## src/rtl/coin_accumulator.sv

```systemverilog
// coin_accumulator
// Sequential credit accumulator for the vending datapath. Accepts one coin
// per cycle, keeps the running credit in cents, tracks a decimal-packed
// per-denomination coin count, and handles vend and cancel requests. Any
// change due is presented on a valid/ack handshake.
//
// Ports:
//   clk, rst       - system clock, asynchronous active-high reset
//   coin_valid     - a coin of denomination coin_type is presented
//   coin_type      - 00 nickel, 01 dime, 10 quarter, 11 dollar
//   cancel         - return all credit as change
//   vend_req       - purchase request at price (cents)
//   change_ack     - downstream has taken change_cents
//   credit         - current credit in cents
//   coin_count     - D*1000 + Q*100 + d*10 + N, each digit saturating at 9
//   coin_accept    - one-cycle pulse: coin added to credit
//   coin_reject    - one-cycle pulse: coin refused
//   vend_ok        - one-cycle pulse: vend granted
//   vend_fail      - one-cycle pulse: vend refused
//   change_valid   - change_cents valid, held until acked
//   change_cents   - change amount in cents
//   busy           - high while change is pending
module coin_accumulator #(
    parameter int unsigned MAX_CENTS = 500
) (
    input  logic        clk,
    input  logic        rst,
    input  logic        coin_valid,
    input  logic [1:0]  coin_type,
    input  logic        cancel,
    input  logic        vend_req,
    input  logic [8:0]  price,
    input  logic        change_ack,
    output logic [8:0]  credit,
    output logic [13:0] coin_count,
    output logic        coin_accept,
    output logic        coin_reject,
    output logic        vend_ok,
    output logic        vend_fail,
    output logic        change_valid,
    output logic [8:0]  change_cents,
    output logic        busy
);

    localparam logic [9:0] MAX_SUM = 10'(MAX_CENTS);

    typedef enum logic {
        COLLECT,
        CHANGE
    } state_t;

    state_t state;

    // Individual decimal digits back the packed coin_count so saturation
    // can be detected without decoding the packed value.
    logic [3:0] nickel_digit;
    logic [3:0] dime_digit;
    logic [3:0] quarter_digit;
    logic [3:0] dollar_digit;

    logic [9:0]  coin_value;
    logic [9:0]  coin_sum;
    logic [13:0] coin_weight;
    logic        digit_full;

    // Decode the presented coin: its value in cents, its weight in the
    // packed count, and whether its digit has already saturated.
    always_comb begin
        coin_value  = 10'd5;
        coin_weight = 14'd1;
        digit_full  = (nickel_digit == 4'd9);
        case (coin_type)
            2'b00: begin
                coin_value  = 10'd5;
                coin_weight = 14'd1;
                digit_full  = (nickel_digit == 4'd9);
            end
            2'b01: begin
                coin_value  = 10'd10;
                coin_weight = 14'd10;
                digit_full  = (dime_digit == 4'd9);
            end
            2'b10: begin
                coin_value  = 10'd25;
                coin_weight = 14'd100;
                digit_full  = (quarter_digit == 4'd9);
            end
            default: begin
                coin_value  = 10'd100;
                coin_weight = 14'd1000;
                digit_full  = (dollar_digit == 4'd9);
            end
        endcase
        coin_sum = {1'b0, credit} + coin_value;
    end

    // Both status outputs come straight from the state flop, so they are
    // registered and drop together the moment reset is asserted.
    assign change_valid = (state == CHANGE);
    assign busy         = (state == CHANGE);

    // Main controller: pulses default low each cycle; cancel outranks
    // vend_req, which outranks a coin, and a coin arriving alongside an
    // acting cancel or vend is refused.
    always_ff @(posedge clk or posedge rst) begin
        if (rst) begin
            state         <= COLLECT;
            credit        <= '0;
            coin_count    <= '0;
            nickel_digit  <= '0;
            dime_digit    <= '0;
            quarter_digit <= '0;
            dollar_digit  <= '0;
            change_cents  <= '0;
            coin_accept   <= 1'b0;
            coin_reject   <= 1'b0;
            vend_ok       <= 1'b0;
            vend_fail     <= 1'b0;
        end else begin
            coin_accept <= 1'b0;
            coin_reject <= 1'b0;
            vend_ok     <= 1'b0;
            vend_fail   <= 1'b0;
            case (state)
                COLLECT: begin
                    if (cancel) begin
                        if (coin_valid) begin
                            coin_reject <= 1'b1;
                        end
                        if (credit != 9'd0) begin
                            change_cents  <= credit;
                            credit        <= '0;
                            coin_count    <= '0;
                            nickel_digit  <= '0;
                            dime_digit    <= '0;
                            quarter_digit <= '0;
                            dollar_digit  <= '0;
                            state         <= CHANGE;
                        end
                    end else if (vend_req) begin
                        if (coin_valid) begin
                            coin_reject <= 1'b1;
                        end
                        if (credit >= price) begin
                            vend_ok       <= 1'b1;
                            change_cents  <= credit - price;
                            credit        <= '0;
                            coin_count    <= '0;
                            nickel_digit  <= '0;
                            dime_digit    <= '0;
                            quarter_digit <= '0;
                            dollar_digit  <= '0;
                            if (credit != price) begin
                                state <= CHANGE;
                            end
                        end else begin
                            vend_fail <= 1'b1;
                        end
                    end else if (coin_valid) begin
                        if (coin_sum <= MAX_SUM) begin
                            coin_accept <= 1'b1;
                            credit      <= coin_sum[8:0];
                            if (!digit_full) begin
                                coin_count <= coin_count + coin_weight;
                                case (coin_type)
                                    2'b00:   nickel_digit  <= nickel_digit + 4'd1;
                                    2'b01:   dime_digit    <= dime_digit + 4'd1;
                                    2'b10:   quarter_digit <= quarter_digit + 4'd1;
                                    default: dollar_digit  <= dollar_digit + 4'd1;
                                endcase
                            end
                        end else begin
                            coin_reject <= 1'b1;
                        end
                    end
                end
                CHANGE: begin
                    if (coin_valid) begin
                        coin_reject <= 1'b1;
                    end
                    if (vend_req) begin
                        vend_fail <= 1'b1;
                    end
                    if (change_ack) begin
                        change_cents <= '0;
                        state        <= COLLECT;
                    end
                end
                default: begin
                    state <= COLLECT;
                end
            endcase
        end
    end

endmodule

```

## config.mk

```make
export PLATFORM = sky130hd
export DESIGN_NAME = coin_accumulator
export DESIGN_NICKNAME = d
export VERILOG_FILES = /design/src/rtl/coin_accumulator.sv
export SDC_FILE = /design/constraint.sdc
export NUM_CORES = 1
export LEC_CHECK = 0
export BUFFER_PORTS_ARGS = -buffer_cell sky130_fd_sc_hd__buf_2
export CAP_MARGIN = 20
export CORE_ASPECT_RATIO = 2
export CORE_MARGIN = 4
export CORE_UTILIZATION = 50
export DETAILED_ROUTE_END_ITERATION = 8
export GPL_TIMING_DRIVEN = 0
export PLACE_DENSITY = 0.71
export SYNTH_ARGS = -nofsm -noshare
export SYNTH_HDL_FRONTEND = slang
export SYNTH_SLANG_ARGS = --single-unit
```

## constraint.sdc

```tcl
create_clock -name clk -period 7.1 [get_ports clk]
set_input_delay 1.065 -clock clk [delete_from_list [all_inputs] [get_ports clk]]
set_output_delay 1.065 -clock clk [all_outputs]
set_load 0.05 [all_outputs]
```

==> results.py <==
metrics = {
    "clock_network": {
        "cts_max_path_buffers": 2,
        "ctsResizeCount": 0,
        "clk_pin_slew_ns": 0.07,
        "cts_setup_buffers": 0,
        "worstSkewPairLatency_ns": 0.30,
        "cts_hold_buf": 0,
        "cts_inserted_buffers": 5,
        "clock_sinks": 53,
        "cts_tree": "yes",
        "cts-root-buf": "clkbuf_16",
        "htreeDepth": 2,
    },
    "global_route": {
        "grt_remaining_overflow": 0,
        "grt_pass1_vias": 3703,
        "track_usage_pct": 22.84,
        "grt_pass1_wl_um": 17370,
        "grt_max_degree": 40,
        "antenna_found_initial": 0,
    },
    "route": {
        "drtIter0Drc": 160,
        "wl_per_cell_um": 18.09,
        "vias": 3695,
        "vias_per_cell": 6.158,
        "ant_nets": 0,
        "drc_errors": 0,
        "routed_wl_um": 10860,
        "first_pass_iters": 4,
    },
    "worst_setup_path": {
        "crit_start": "coin_type[0]",
        "r2r_setup_slack_ns": 3.41,
        "crit_path_start_kind": "primary input",
        "crit_arrival_ns": 4.49,
        "cp_max_fo": 10,
        "required_ns": 7.29,
        "end_kind": "register",
        "crit_type": "in -> reg",
        "r2r_start": "credit[1]$_DFFE_PP0P_",
    },
    "sta": {
        "rsz0062_at_grt": "no",
        "min_period_ns": 4.302,
        "fmax_ghz": 0.2324,
        "fin_worst_skew_ns": 0.007913,
        "setup_viol": 0,
        "hold_violations": 0,
        "finalWorstSetupSlack_ns": 2.798,
        "fin_tns_setup_ns": 0,
        "slew_viol_final": 0,
        "max_slew_margin_pct": 56.74,
        "post-route-period-util_pct": 60.59,
        "tightest_slew_ns": 0.6489,
    },
    "outcome": {
        "status": "finished, final reports clean",
    },
    "placed_design": {
        "preCtsSetupSlack_ns": 2.525,
        "portBuffers": 54,
        "dp_cells": 592,
        "finalWeightedCongestion": 0.8778,
        "dpl.hpwl_um": 8337,
    },
    "min_path": {
        "holdCritStartpoint": "change_cents[0]$_DFFE_PP0P_",
        "hold_class": "reg -> reg",
    },
    "layout": {
        "final_util_pct": 58.96,
        "fin_cells": 600,
        "fin_nets": 558,
        "drive_above_1_share_pct": 20.16,
        "syn_to_final_growth_pct": 13.88,
        "diodes": 0,
    },
    "synthesis": {
        "synth.avg_cell_area_um2": 9.015,
        "syn_nets": 496,
        "async_flop_share_pct": 100.0,
        "netlist_area_um2": 3994,
        "synth-edff-count": 0,
        "synth_cells": 443,
        "yosys_warnings": 0,
        "synth_flop_cell": "dfrtp_1",
        "synth_cell_types": 74,
        "synth-seq-area-share_pct": 33.21,
        "ys_ff_latch": 53,
        "yosysTopAreaCell": "dfrtp_1",
        "ys_top_cells_by_area": "dfrtp_1, ha_1, o21ai_0, nand2_1, a21oi_1",
        "synth_top_cell_area_share_pct": 33.21,
    },
    "power_and_ir_drop": {
        "vdd_ir_drop_max_uv": 216.3,
        "power_density_nw_per_um2": 368.8,
        "leakage_nw": 2.233,
    },
    "floorplan": {
        "die_h_um": 134.4,
        "initial_core_util_pct": 51.78,
        "fp.dieArea_um2": 9568,
        "fp.dieW_um": 71.20,
        "num_io_pins": 55,
        "num_rows": 45,
        "core_area_um2": 7714,
    },
    "flow_run": {
        "maxCapViolCount": 0,
    },
}
[placed cells by master, fill, tap and decap left out, drive strengths merged, types with 5 or more instances in the layout]
cell / netlist / routed
nand4: 8 / 8
clkbuf: 11 / 16
o21ai: 33 / 33
nor2: 28 / 28
and3: 8 / 8
o21a: 5 / 5
buf: 10 / 65
a21oi: 27 / 27
o31ai: 9 / 9
nand2: 36 / 36
ha: 35 / 35
dfrtp: 53 / 53
xnor2: 10 / 10
o211ai: 5 / 5
nand2b: 6 / 6
o311ai: 6 / 6
nor2b: 7 / 7
nand3: 15 / 15
xor2: 10 / 10
inv: 29 / 30
a22o: 11 / 11
nor3: 9 / 9
[final cells by class]
class	count	area [um2]
plain buffers	21	101.3
clock buffers	5	125.1
clock inverters	3	21.27
fillers	704	3166
inverters	29	108.9
multi-input cells	340	2457
flip-flops and latches	53	1326
well taps	94	117.6
repair buffers	55	290.3
[sequential cells by signal, summed over array words and instances, names as in the netlist]
signal / count
credit: 9
busy: 1
coin_count: 14
vend_fail: 1
change_cents: 9
nickel_digit: 4
dime_digit: 4
coin_reject: 1
dollar_digit: 4
coin_accept: 1
vend_ok: 1
quarter_digit: 4
[logic make-up after synthesis]
kind of cell / Yosys count / share of synthesized area [%]
XOR/XNOR: 20 / 4.386
flip-flops: 53 / 33.21
buffers and inverters: 50 / 5.263
AO/OA/AOI/OAI: 141 / 25.63
AND/OR/NAND/NOR: 138 / 18.73
multiplexers: 5 / 1.316
adder cells (fa/ha/maj): 36 / 11.47
[metal layers]
layer	vias up	track usage (%)	part of all wire, %
met1	1789	22.17	36
met5	-	0	0
met4	0	14.23	5.9
li1	1759	-	-
met3	37	3.226	3.8
met2	110	43.29	55
[synthesized netlist by cell type, drive strengths merged, types with 2 or more instances]
master	n
a211o	3
a21boi	4
a21o	4
a21oi	27
a222oi	2
a22o	11
a22oi	2
a311o	2
a31o	3
a31oi	4
a32o	4
and2	2
and3	8
buf	10
clkbuf	11
dfrtp	53
ha	35
inv	29
mux2	2
mux2i	3
nand2	36
nand2b	6
nand3	15
nand4	8
nand4b	3
nor2	28
nor2b	7
nor3	9
nor3b	4
nor4	3
nor4b	3
o211ai	5
o21a	5
o21ai	33
o21bai	4
o22ai	3
o311ai	6
o31ai	9
o41ai	2
or2	3
xnor2	10
xor2	10
[worst max-delay path, stage by stage]
cell      delay, ns
buf_2          0.12
inv_1          0.11
ha_1           0.34
inv_1          0.08
ha_1           0.32
and3_2         0.21
a311o_2        0.39
xor2_1         0.16
o21ai_0        0.26
nand4b_2       0.26
o21ai_4        0.15
o41ai_4        0.51
buf_6          0.23
o21ai_2        0.07
a32o_1         0.22
[metrics by stage]
step	total power, mW	cell area (um2)	hold slack [ns]
finish	1.677	4548	0.4840
global route	1.784	4548	0.5066
CTS	1.684	4548	0.4899
detailed placement	1.427	4402	0.4728
global placement	1.404	4382	0.4535
floorplan	1.176	3994	0.5007
[power breakdown]
group / switching [mW] / internal, mW / total, mW
combinational: 0.664 / 0.312 / 0.975
clock: 0.120 / 0.132 / 0.252
sequential: 0.0814 / 0.368 / 0.450
[path summary, 6_finish.rpt]
kind,depth (start not counted),to
max,15,quarter_digit[1]$_DFFE_PP0P_
min,2,change_cents[0]$_DFFE_PP0P_
max reg2reg,11,change_cents[3]$_DFFE_PP0P_
min reg2reg,2,change_cents[0]$_DFFE_PP0P_
max in group asynchronous,3,coin_count[1]$_DFFE_PP0P_
min in group asynchronous,2,dollar_digit[0]$_DFFE_PP0P_
Power figures use the tool's default switching activity.
